File: src/rtl/serial_rx_ctrl.sv
// Serial receive controller: synchronizes rx, sequences an external 16x sampling counter,
// assembles DATA_BITS data bits LSB first and hands each good word to a consumer.
module serial_rx_ctrl #(
    parameter int DATA_BITS   = 8,
    parameter int SYNC_STAGES = 2
) (
    input  logic                 clk,
    input  logic                 rst,
    input  logic                 rx,
    input  logic                 bsc_middle,
    input  logic                 bsc_end,
    input  logic                 data_ack,
    output logic                 bsc_en,
    output logic                 bsc_clr,
    output logic [DATA_BITS-1:0] data_out,
    output logic                 data_valid,
    output logic                 frame_err,
    output logic                 overrun,
    output logic                 busy,
    output logic [1:0]           state_dbg
);

    localparam int CW = $clog2(DATA_BITS) + 1;
    localparam logic [CW-1:0] LAST_BIT = CW'(DATA_BITS - 1);

    typedef enum logic [1:0] {
        IDLE  = 2'd0,
        START = 2'd1,
        DATA  = 2'd2,
        STOP  = 2'd3
    } state_t;

    state_t                 state;
    state_t                 state_next;
    logic [SYNC_STAGES-1:0] sync_q;
    logic                   rx_s;
    logic [DATA_BITS-1:0]   shreg;
    logic [DATA_BITS:0]     shift_cat;
    logic [CW-1:0]          bit_cnt;
    logic                   good_stop;
    logic                   bad_stop;
    logic                   take_ack;

    assign rx_s      = sync_q[SYNC_STAGES-1];
    assign shift_cat = {rx_s, shreg};
    assign good_stop = (state == STOP) && bsc_middle && rx_s;
    assign bad_stop  = (state == STOP) && bsc_middle && !rx_s;
    assign take_ack  = data_valid && data_ack;

    // Idle-high reset value keeps a reset release from looking like a start edge.
    always_ff @(posedge clk) begin
        if (!rst) begin
            sync_q <= '1;
        end else begin
            sync_q <= {sync_q[SYNC_STAGES-2:0], rx};
        end
    end

    always_ff @(posedge clk) begin
        if (!rst) begin
            state <= IDLE;
        end else begin
            state <= state_next;
        end
    end

    always_comb begin
        state_next = state;
        bsc_en     = 1'b0;
        bsc_clr    = 1'b0;
        case (state)
            IDLE: begin
                bsc_clr = 1'b1;
                if (!rx_s) state_next = START;
            end
            START: begin
                bsc_en = 1'b1;
                if (bsc_middle && rx_s) state_next = IDLE;
                else if (bsc_end)       state_next = DATA;
            end
            DATA: begin
                bsc_en = 1'b1;
                if (bsc_end && (bit_cnt == LAST_BIT)) state_next = STOP;
            end
            STOP: begin
                bsc_en = 1'b1;
                if (bsc_middle) state_next = IDLE;
            end
            default: state_next = IDLE;
        endcase
    end

    assign busy      = (state != IDLE);
    assign state_dbg = state;

    // Handshake: data_valid=1 means data_out holds an unconsumed word; the word is taken at
    // any edge where data_valid && data_ack. A good frame landing on that same edge replaces
    // the word and keeps data_valid high; without an ack it only raises sticky overrun.
    always_ff @(posedge clk) begin
        if (!rst) begin
            shreg      <= '0;
            bit_cnt    <= '0;
            data_out   <= '0;
            data_valid <= 1'b0;
            frame_err  <= 1'b0;
            overrun    <= 1'b0;
        end else begin
            frame_err <= bad_stop;
            if ((state == START) && bsc_end) begin
                bit_cnt <= '0;
            end else if ((state == DATA) && bsc_end && (bit_cnt != LAST_BIT)) begin
                bit_cnt <= bit_cnt + CW'(1);
            end
            if ((state == DATA) && bsc_middle) begin
                shreg <= shift_cat[DATA_BITS:1];
            end
            if (good_stop) begin
                if (!data_valid || data_ack) begin
                    data_out   <= shreg;
                    data_valid <= 1'b1;
                    if (data_valid) overrun <= 1'b0;
                end else begin
                    overrun <= 1'b1;
                end
            end else if (take_ack) begin
                data_valid <= 1'b0;
                overrun    <= 1'b0;
            end
        end
    end

endmodule

File: config.mk
export PLATFORM = sky130hd
export DESIGN_NAME = serial_rx_ctrl
export DESIGN_NICKNAME = d
export VERILOG_FILES = /design/src/rtl/serial_rx_ctrl.sv
export SDC_FILE = /design/constraint.sdc
export NUM_CORES = 1
export LEC_CHECK = 0
export BUFFER_PORTS_ARGS = -buffer_cell sky130_fd_sc_hd__buf_2
export CAP_MARGIN = 20
export CORE_ASPECT_RATIO = 0.9
export CORE_MARGIN = 8
export CORE_UTILIZATION = 55
export CTS_BUF_LIST = sky130_fd_sc_hd__clkbuf_8
export DETAILED_ROUTE_END_ITERATION = 6
export PLACE_DENSITY_LB_ADDON = 0.05
export SETUP_SLACK_MARGIN = 0.02
export SLEW_MARGIN = 20
export SYNTH_ARGS = -nofsm -noshare
export SYNTH_HDL_FRONTEND = slang
export SYNTH_SLANG_ARGS = --single-unit
File: constraint.sdc
create_clock -name clk -period 2.1 [get_ports clk]
set_clock_uncertainty 0.15 [all_clocks]
set_input_delay 0 -clock clk [delete_from_list [all_inputs] [get_ports clk]]
set_output_delay 0 -clock clk [all_outputs]
set_load 0.05 [all_outputs]
==> flow_summary.ini, run 1 <==
[place]
dp_hpwl_um = 1567
gp_congestion = 0.7353
io_buffers = 21
dpl_worst_slack_ns = 0.3442

[power_and_ir_drop]
power_per_cell_area_mw_per_mm2 = 654.5
ir_drop_mv = 0.6211
power_frac_seq_pct = 60.1
pwr-share-comb_pct = 7.4
sw_frac_of_total_pct = 23.02
cellLeakagePower_uw = 0.0005921
cellInternalPower_uw = 668.8
p_clk_share_pct = 32.5
p_switching_uw = 200.0

[drt]
wl_per_cell_um = 13.34
drt_iter0_markers = 13
avgViaCountPerCell = 5.232
drt_pass1_iterations = 4
ant_nets = 0
drc = 0
totalWireLength_um = 2241
via_count = 879

[timing]
layout_min_cycle_time_ns = 1.947
fin_ws_ns = 0.1531
worst_slew_pin_slew_ns = 0.5841
finalCritPeriodShare_pct = 92.71
maxSlewViolCount = 0
finalSetupTns_ns = 0
clock.fmax_mhz = 513.6
rsz0062_at_grt = no
slew_headroom_pct = 61.06
hold_viol_final = 0
setup_viol = 0

[clock_tree]
cts-root-buf = clkbuf_8
cts_sinks = 27
clock_latency_ns = 0.27
clk_pin_slew_ns = 0.09
cts_htree_levels = 1
tritoncts = yes
numCtsBuffers = 3
clockBufferDepth = 2

[cells_and_area]
drive_above_1_share_pct = 24.48
nets = 151
n_antenna_cell = 0
area_delta_synth_final_pct = 18.95

[synthesis]
ys_seq_elements = 27
ys_types = 27
synth.net_count = 126
synth.most_common_cell = dfxtp_1
syn_avg_cell_area_sq_um = 9.379
netlist_area_sq_mm = 0.001116
yosysWarnings = 0
ys_top_cells_by_count = dfxtp_1 (27), nand2_1 (19), mux2i_1 (17)
seq_area_frac_synth_pct = 48.43
synth-edff-count = 0
async_flop_share_pct = 0
synth.area.top_cells = dfxtp_1 (48%), mux2i_1 (15%), nand2_1 (6.4%)
ys.flop_type = dfxtp_1
synthCells = 119
synth_top_area_share_pct = 48.43
synth_top_cell_by_area = dfxtp_1

[global_route]
grt_pass1_wl_um = 3650
grt_overflow = 0
grt_usage_pct = 12.25
grt_pass1_vias = 822
grt_max_degree = 22
antenna_found_initial = 0

[critical_path]
path_max_fanout = 21
timing_worst_setup_path_type = in2reg
worstPathRequired_ns = 2.16
worst_ep_arrival_time_ns = 2.01
crit_top_cell = dlygate4sd3_1
cp-end-kind = register
path_cells = dlygate4sd3_1, buf_2, inv_1, a211oi_1, dlygate4sd3_1
cp-start-kind = input port
cp_slowest_cell = dlygate4sd3_1
cp-startpoint = rst
slowest_delay_ns = 0.58

[floorplanning]
start_util_pct = 58.30
die_area_sq_mm = 0.003729
num_rows = 15
core_sq_mm = 0.001914
fp.dieH_um = 58.74
ios = 22
die_w_um = 63.49

[job]
maxCapViolations = 0

[min_path]
holdCritStartpoint = bsc_end
hp-class = in2reg

[run_status]
status = completed
-- final timing paths --
kind / end / slack [ns] / cells after the start
min reg2reg: sync_q[1] / 0.27 / 1
min: bit_cnt[2] / 0.02 / 4
max: register / 0.15 / 5
max reg2reg: register / 0.19 / 3
-- cells by family after synthesis --
group	after synthesis	share of synthesized area [%]
AND/OR/NAND/NOR	45	20.40
flip-flops	27	48.43
multiplexers	18	16.26
AO/OA/AOI/OAI	16	8.968
buffers and inverters	12	4.820
adder cells (fa/ha/maj)	1	1.121
-- state kept, by name, summed over array words and instances, names as in the netlist, named ones only --
signal	count
bit_cnt	4
frame_err	1
sync_q	2
overrun	1
data_valid	1
shreg	8
state_dbg	1
data_out	8
-- worst max-delay path: cells and delay by family --
kind / cells / cell delay [ns]
buffers and inverters: 4 / 1.73
AOI/OAI and AO/OA: 1 / 0.28
-- layout by cell type (no fill, tap or decap) --
master	instances
a211oi_1	3
a21oi_1	5
a21oi_2	1
and3b_4	1
and4b_2	1
buf_2	21
clkbuf_8	3
clkinv_2	1
dfxtp_1	26
dfxtp_2	1
dlygate4sd3_1	6
ha_1	1
inv_1	5
mux2_2	1
mux2i_1	17
nand2_1	19
nand2b_1	2
nand3_1	2
nand3b_1	2
nand4_2	1
nand4b_1	1
nor2_1	11
nor2_2	1
nor3_1	1
o21ai_0	5
o221a_2	1
o31ai_1	1
or3_2	1
or3b_2	1
or4_1	1
-- power groups by stage --
stage | Combinational, uW | Clock [uW] | Sequential [uW]
detailed placement | 56.6 | 0 | 533
finish | 64.3 | 283 | 522
global placement | 55.4 | 0 | 533
global route | 68.4 | 312 | 523
CTS | 64.5 | 294 | 521
floorplan | 41.8 | 0 | 535
-- through the flow --
step                      instance area, sq um  hold WS [ns]  cells  utilization [%]  power [uW]
after detailed placement                  1220       0.03903    158            63.73       590.0
after CTS                                 1326       0.01335    168            69.28       880.3
after global routing                      1328       0.02924    168            69.35       903.2
final                                     1328       0.02084    168            69.35       868.8
after global placement                    1220       0.03311    158            63.73       588.5
after floorplan                           1119      -0.05585    119                -       576.3
-- final cells by class --
type / count / area (sq um)
fillers: 173 / 586.8
flip-flops and latches: 27 / 541.8
multi-input cells: 80 / 524.3
repair buffers: 27 / 165.2
clock buffers: 3 / 41.29
well taps: 25 / 31.28
inverters: 5 / 18.77
clock inverters: 1 / 5.005
-- per-layer routing --
layer / GRT usage, % / vias to the layer above / routed length (um)
li1: - / 451 / -
met1: 14.11 / 400 / 1047
met2: 18.79 / 24 / 996
met3: 5.871 / 4 / 161
met4: 5.714 / 0 / 36
met5: 0 / - / 0
-- repair_timing --
action                                 in CTS  in global routing
hold buffers                                6                  0
setup endpoints to repair                   0                  1
setup buffers                               0                  0
gates resized for setup                     0                  1
endpoints found under the hold margin       7                  0
No activity file was read; power rests on OpenSTA's default activity.
==> inputs of run 2 (changes only) <==
==> constraint.sdc (replaced) <==
create_clock -name clk -period 2.1 [get_ports clk]
set_clock_uncertainty 0.15 [all_clocks]
set_input_delay 0.105 -clock clk [delete_from_list [all_inputs] [get_ports clk]]
set_output_delay 0.105 -clock clk [all_outputs]
set_load 0.05 [all_outputs]
==> flow_summary.ini, run 2 (same netlist as run 1, synthesis figures left out) <==
[power_and_ir_drop]
p_switching_uw = 203.4
power_per_cell_area_mw_per_mm2 = 667.9
sw_frac_of_total_pct = 23.38
cellLeakagePower_uw = 0.0005803
pwr-share-comb_pct = 6.9
power_frac_seq_pct = 60.0
p_clk_share_pct = 33.1
ir_drop_mv = 0.4199
cellInternalPower_uw = 666.5

[cells_and_area]
n_antenna_cell = 0
mostFrequentLayoutCells = dfxtp_1 (26), buf_2 (21), nand2_1 (19)
fin_cells = 165
area_delta_synth_final_pct = 16.70
drive_above_1_share_pct = 25.00
final_common_cell = dfxtp_1
fillerInstances = 178
nets = 148
design_area_sq_mm = 0.001303
reg_top3 = data_out x8, shreg x8, bit_cnt x4

[min_path]
hp-class = in2reg

[floorplanning]
die_area_sq_mm = 0.003729
start_util_pct = 58.30
ios = 22
num_rows = 15
die_w_um = 63.49
core_sq_mm = 0.001914
fp.dieH_um = 58.74

[timing]
layout_min_cycle_time_ns = 1.731
finalCritPeriodShare_pct = 82.44
setup_viol = 0
clock.fmax_mhz = 577.6
finalSetupTns_ns = 0
hold_viol_final = 0
worst_slew_pin_slew_ns = 0.6001
maxSlewViolCount = 0
slew_headroom_pct = 59.99
rsz0062_at_grt = no

[global_route]
antenna_found_initial = 0
grt_overflow = 0
grt_usage_pct = 11.09
grt_pass1_wl_um = 3367
grt_max_degree = 22
grt_pass1_vias = 751

[clock_tree]
tritoncts = yes
cts_htree_levels = 1
cts_sinks = 27
numCtsBuffers = 3
postCtsSetupRepairBufs = 0
clk_pin_slew_ns = 0.09
cts-root-buf = clkbuf_8
ctsHoldBuffers = 3
clock_latency_ns = 0.27
cts_resized = 0
clockBufferDepth = 2

[place]
io_buffers = 21
gp_congestion = 0.7395
postPlaceCellArea_sq_mm = 0.001226
dp_hpwl_um = 1442
dp.cells = 158

[critical_path]
cp-end-kind = register
path_max_fanout = 12
worstPathRequired_ns = 2.15
timing_worst_setup_path_type = reg2reg
cp-start-kind = register
worst_ep_arrival_time_ns = 1.78
path_cells = nand4_2, a21oi_2, mux2i_1
slowest_delay_ns = 0.58
cp_slowest_cell = dfxtp_1

[drt]
routed.top_layer = met4
wl_met2_um = 841
totalWireLength_um = 2028
ant_nets = 0
via_count = 856
drc = 0
met1Wirelength_um = 995
drt_pass1_iterations = 4
drt_iter0_markers = 34
met3WireLength_um = 181
wl_per_cell_um = 12.29
avgViaCountPerCell = 5.188

[job]
maxCapViolations = 0

[run_status]
status = completed
-- run 2: layout make-up --
cell class                 count  area [sq um]  share of cell area [%]
sequential                    27         541.8                   41.59
multi-input combinational     80         529.3                   40.63
timing repair buffer          24         135.1                   10.37
clock buffer                   3         41.29                   3.170
tap                           25         31.28                   2.402
inverter                       5         18.77                   1.441
clock inverter                 1         5.005                  0.3842
-- run 2: per-layer routing --
layer	vias to the layer above	global-route usage, %
met4	0	2.857
met3	2	5.682
li1	446	-
met2	31	16.91
met5	-	0
met1	377	13.45
-- run 2: worst paths after layout --
check                from     endpoint  slack, ns  cells past startpoint
max          state_dbg[0]  data_out[3]       0.37                      3
min                   rst    sync_q[1]       0.04                      2
max reg2reg  state_dbg[0]  data_out[3]       0.37                      3
min reg2reg     sync_q[0]    sync_q[1]       0.26                      1
-- run 2: critical path, delay by kind of cell, from the launching register on --
family | cells | cell delay, ns
compound gates | 1 | 0.49
flops | 1 | 0.58
mux | 1 | 0.25
simple gates | 1 | 0.19
-- run 2: power by group through the flow --
stage	Combinational, uW	Sequential (uW)	Clock [uW]
5_1_grt	65.5	523	316
3_3_place_gp	55.9	533	0
3_5_place_dp	56.9	534	0
4_1_cts	61.0	522	301
2_1_floorplan	42.7	535	0
6_report	60.3	522	288
-- run 2: per-stage QoR --
stage / worst slack [ns] / power (uW) / hold WS (ns) / util, %
6_report: 0.3688 / 869.9 / 0.04444 / 68.04
3_3_place_gp: 0.4632 / 589.4 / 0.1380 / 64.05
5_1_grt: 0.2601 / 904.2 / 0.06125 / 68.04
2_1_floorplan: 0.2022 / 577.3 / 0.04165 / -
3_5_place_dp: 0.3967 / 590.8 / 0.1502 / 64.05
4_1_cts: 0.3625 / 883.7 / 0.03946 / 68.04
==> inputs of run 3 (changes only) <==
--- a/config.mk
+++ b/config.mk
@@ -5,11 +5,12 @@
 export SDC_FILE = /design/constraint.sdc
 export NUM_CORES = 1
 export LEC_CHECK = 0
+export ABC_AREA = 1
 export BUFFER_PORTS_ARGS = -buffer_cell sky130_fd_sc_hd__buf_2
 export CAP_MARGIN = 20
 export CORE_ASPECT_RATIO = 0.9
 export CORE_MARGIN = 8
-export CORE_UTILIZATION = 55
+export CORE_UTILIZATION = 50
 export CTS_BUF_LIST = sky130_fd_sc_hd__clkbuf_8
 export DETAILED_ROUTE_END_ITERATION = 6
 export PLACE_DENSITY_LB_ADDON = 0.05
==> constraint.sdc (replaced) <==
create_clock -name clk -period 1.4 [get_ports clk]
set_clock_uncertainty 0.15 [all_clocks]
set_input_delay 0.07 -clock clk [delete_from_list [all_inputs] [get_ports clk]]
set_output_delay 0.07 -clock clk [all_outputs]
set_load 0.05 [all_outputs]
==> flow_summary.ini, run 3 <==
[run_status]
status = finished, violations left
failed_checks = hold timing

[floorplanning]
fp.dieH_um = 60.44
ios = 22
start_util_pct = 51.71
die_w_um = 65.38
num_rows = 16
core_sq_mm = 0.002122
die_area_sq_mm = 0.003952

[global_route]
grt_max_degree = 17
grt_usage_pct = 11.83
antenna_found_initial = 0
grt_pass1_vias = 880
grt_pass1_wl_um = 3774
grt_overflow = 0

[cells_and_area]
nets = 168
multi_input_area_sq_um = 491.7
seq_area_sq_um = 553.0
design_area_sq_mm = 0.001409
drive_above_1_share_pct = 33.13
area_delta_synth_final_pct = 28.39
fillerInstances = 191
final_common_cell = dfxtp_1
n_antenna_cell = 0
mostFrequentLayoutCells = dfxtp_1 (23), buf_2 (20), inv_1 (17), a21oi_1 (17), o21ai_0 (12)
reg_top3 = data_out x8, shreg x8, bit_cnt x4
utilization_pct = 66.39

[synthesis]
synthAdderAreaFrac_pct = 1.140
synth_top_area_share_pct = 49.26
synthCells = 129
ys_top_cells_by_count = dfxtp_1 (27), a21oi_1 (19), inv_1 (17)
yosysWarnings = 0
ys_types = 29
synth_xor_area_share_pct = 0.7982
netlist_area_sq_mm = 0.001097
synth_top_cell_by_area = dfxtp_1
syn_avg_cell_area_sq_um = 8.506
async_flop_share_pct = 0
synthMuxAreaShare_pct = 0
synth.area.top_cells = dfxtp_1 (49%), a21oi_1 (8.7%), o21ai_0 (5.9%)
yosys.area_share.simple_pct = 18.70
synth.most_common_cell = dfxtp_1
ys.flop_type = dfxtp_1
synth-edff-count = 0
ys_seq_elements = 27
synth_top_family_by_area = compound AO/OA/AOI/OAI gates
seq_area_frac_synth_pct = 49.26
synth_compound_area_share_pct = 20.07
synth.net_count = 136

[power_and_ir_drop]
power_per_cell_area_mw_per_mm2 = 971.4
p_switching_uw = 346.4
sw_frac_of_total_pct = 25.32
p_clk_share_pct = 32.7
pwr-share-comb_pct = 10.0
power_frac_seq_pct = 57.3
cellInternalPower_uw = 1022
ir_drop_mv = 0.6827
cellLeakagePower_uw = 0.0005741

[place]
postPlaceCellArea_sq_mm = 0.001270
gp_congestion = 0.7364
dpl_worst_slack_ns = -0.001999
dp_hpwl_um = 1570
io_buffers = 21

[timing]
maxSlewViolCount = 0
clock.fmax_mhz = 745.1
worst_slew_pin_slew_ns = 0.2702
timing.hold.ws_ns = -0.04329
hold_viol_final = 1
fin_ws_ns = 0.05797
finalCritPeriodShare_pct = 95.86
rsz0062_at_grt = yes
layout_min_cycle_time_ns = 1.342
finalSetupTns_ns = 0
setup_viol = 0
slew_headroom_pct = 82.11

[critical_path]
path_cells = dlygate4sd3_1, buf_2, inv_1, nand2_1, nor2_1, nor2_1, nand3_1, nand2_1, a21oi_2
cp-end-kind = register
worst_ep_arrival_time_ns = 1.36
timing_worst_setup_path_type = in2reg
path_max_fanout = 5
path_buf_inv = 3
cp-start-kind = input port
crit_family = buffers and inverters
worstPathRequired_ns = 1.42
slowest_delay_ns = 0.52
cp_slowest_cell = dlygate4sd3_1

[clock_tree]
cts_sinks = 27
tritoncts = yes
clk_pin_slew_ns = 0.09
numCtsBuffers = 3
cts_htree_levels = 1
clockBufferDepth = 2
cts-root-buf = clkbuf_8
ctsHoldBuffers = 5
clock_latency_ns = 0.27

[drt]
drc = 0
totalWireLength_um = 2302
drt_pass1_iterations = 4
drt_iter0_markers = 40
wl_per_cell_um = 12.31
avgViaCountPerCell = 5.000
ant_nets = 0
via_count = 935

[job]
maxCapViolations = 0

[min_path]
hp-class = in2reg
==> run 3: changes by cell type in the layout (fill, tap and decap cells not counted), sizes merged, moves of 2 or more <==
cell         delta
a211oi          -2
a21oi          +15
buf             +6
dlygate4sd3     +2
inv            +14
mux2i          -17
nand2           -8
nand2b          -2
nand3           +5
nand4           +2
nor2            -2
o21ai          +12
or2             +3
==> run 3: layout make-up <==
type                    count  share of cell area, %
flip-flops and latches     27                  39.25
repair buffers             32                  15.28
clock inverters             1                 0.4441
well taps                  27                  2.398
multi-input cells          79                  34.90
clock buffers               3                  2.931
inverters                  18                  4.796
==> run 3: tightest hold or removal path, stage by stage <==
cell	delay, ns
buf_2	0.09
nor2_2	0.05
nor2_1	0.09
nor2_1	0.04
==> run 3: metrics by stage <==
| stage | instances | total power [uW] |
|---|---|---|
| CTS | 187 | 1379 |
| detailed placement | 178 | 921.9 |
| finish | 187 | 1368 |
| global placement | 178 | 920.4 |
| global route | 187 | 1424 |
| floorplan | 129 | 891.0 |
==> run 3: worst paths after layout <==
path | start | to | slack, ns | cells after the start
hold reg to reg | sync_q[0] | sync_q[1] | 0.28 | 1
setup reg to reg | register | register | 0.06 | 7
hold / removal | data_ack | data_valid | -0.04 | 4
setup / recovery | bsc_end | register | 0.06 | 9
==> run 3: what timing repair did <==
action,4_1_cts,5_1_grt
hold endpoints to repair,5,1
endpoints found under the setup margin,2,8
setup buffers,0,0
gates resized for setup,2,9
==> run 3: kinds of logic (layout without fill, tap and decap cells) <==
kind of cell,count (synthesis),after routing
XOR/XNOR,1,1
adder cells (fa/ha/maj),1,1
buffers and inverters,23,54
flip-flops,27,27
AO/OA/AOI/OAI,40,40
AND/OR/NAND/NOR,37,37
==> run 3: power groups by stage <==
stage / logic, uW / registers (uW) / clock network, uW
floorplan: 79.1 / 812 / 0
global placement: 118 / 802 / 0
detailed placement: 120 / 802 / 0
CTS: 132 / 784 / 463
global route: 148 / 786 / 490
finish: 137 / 785 / 447
==> run 3: metal layers <==
layer,GRT usage (%),wire (um)
met3,2.399,127
met1,14.64,1069
met5,0,0
met2,19.78,1089
met4,4.658,17
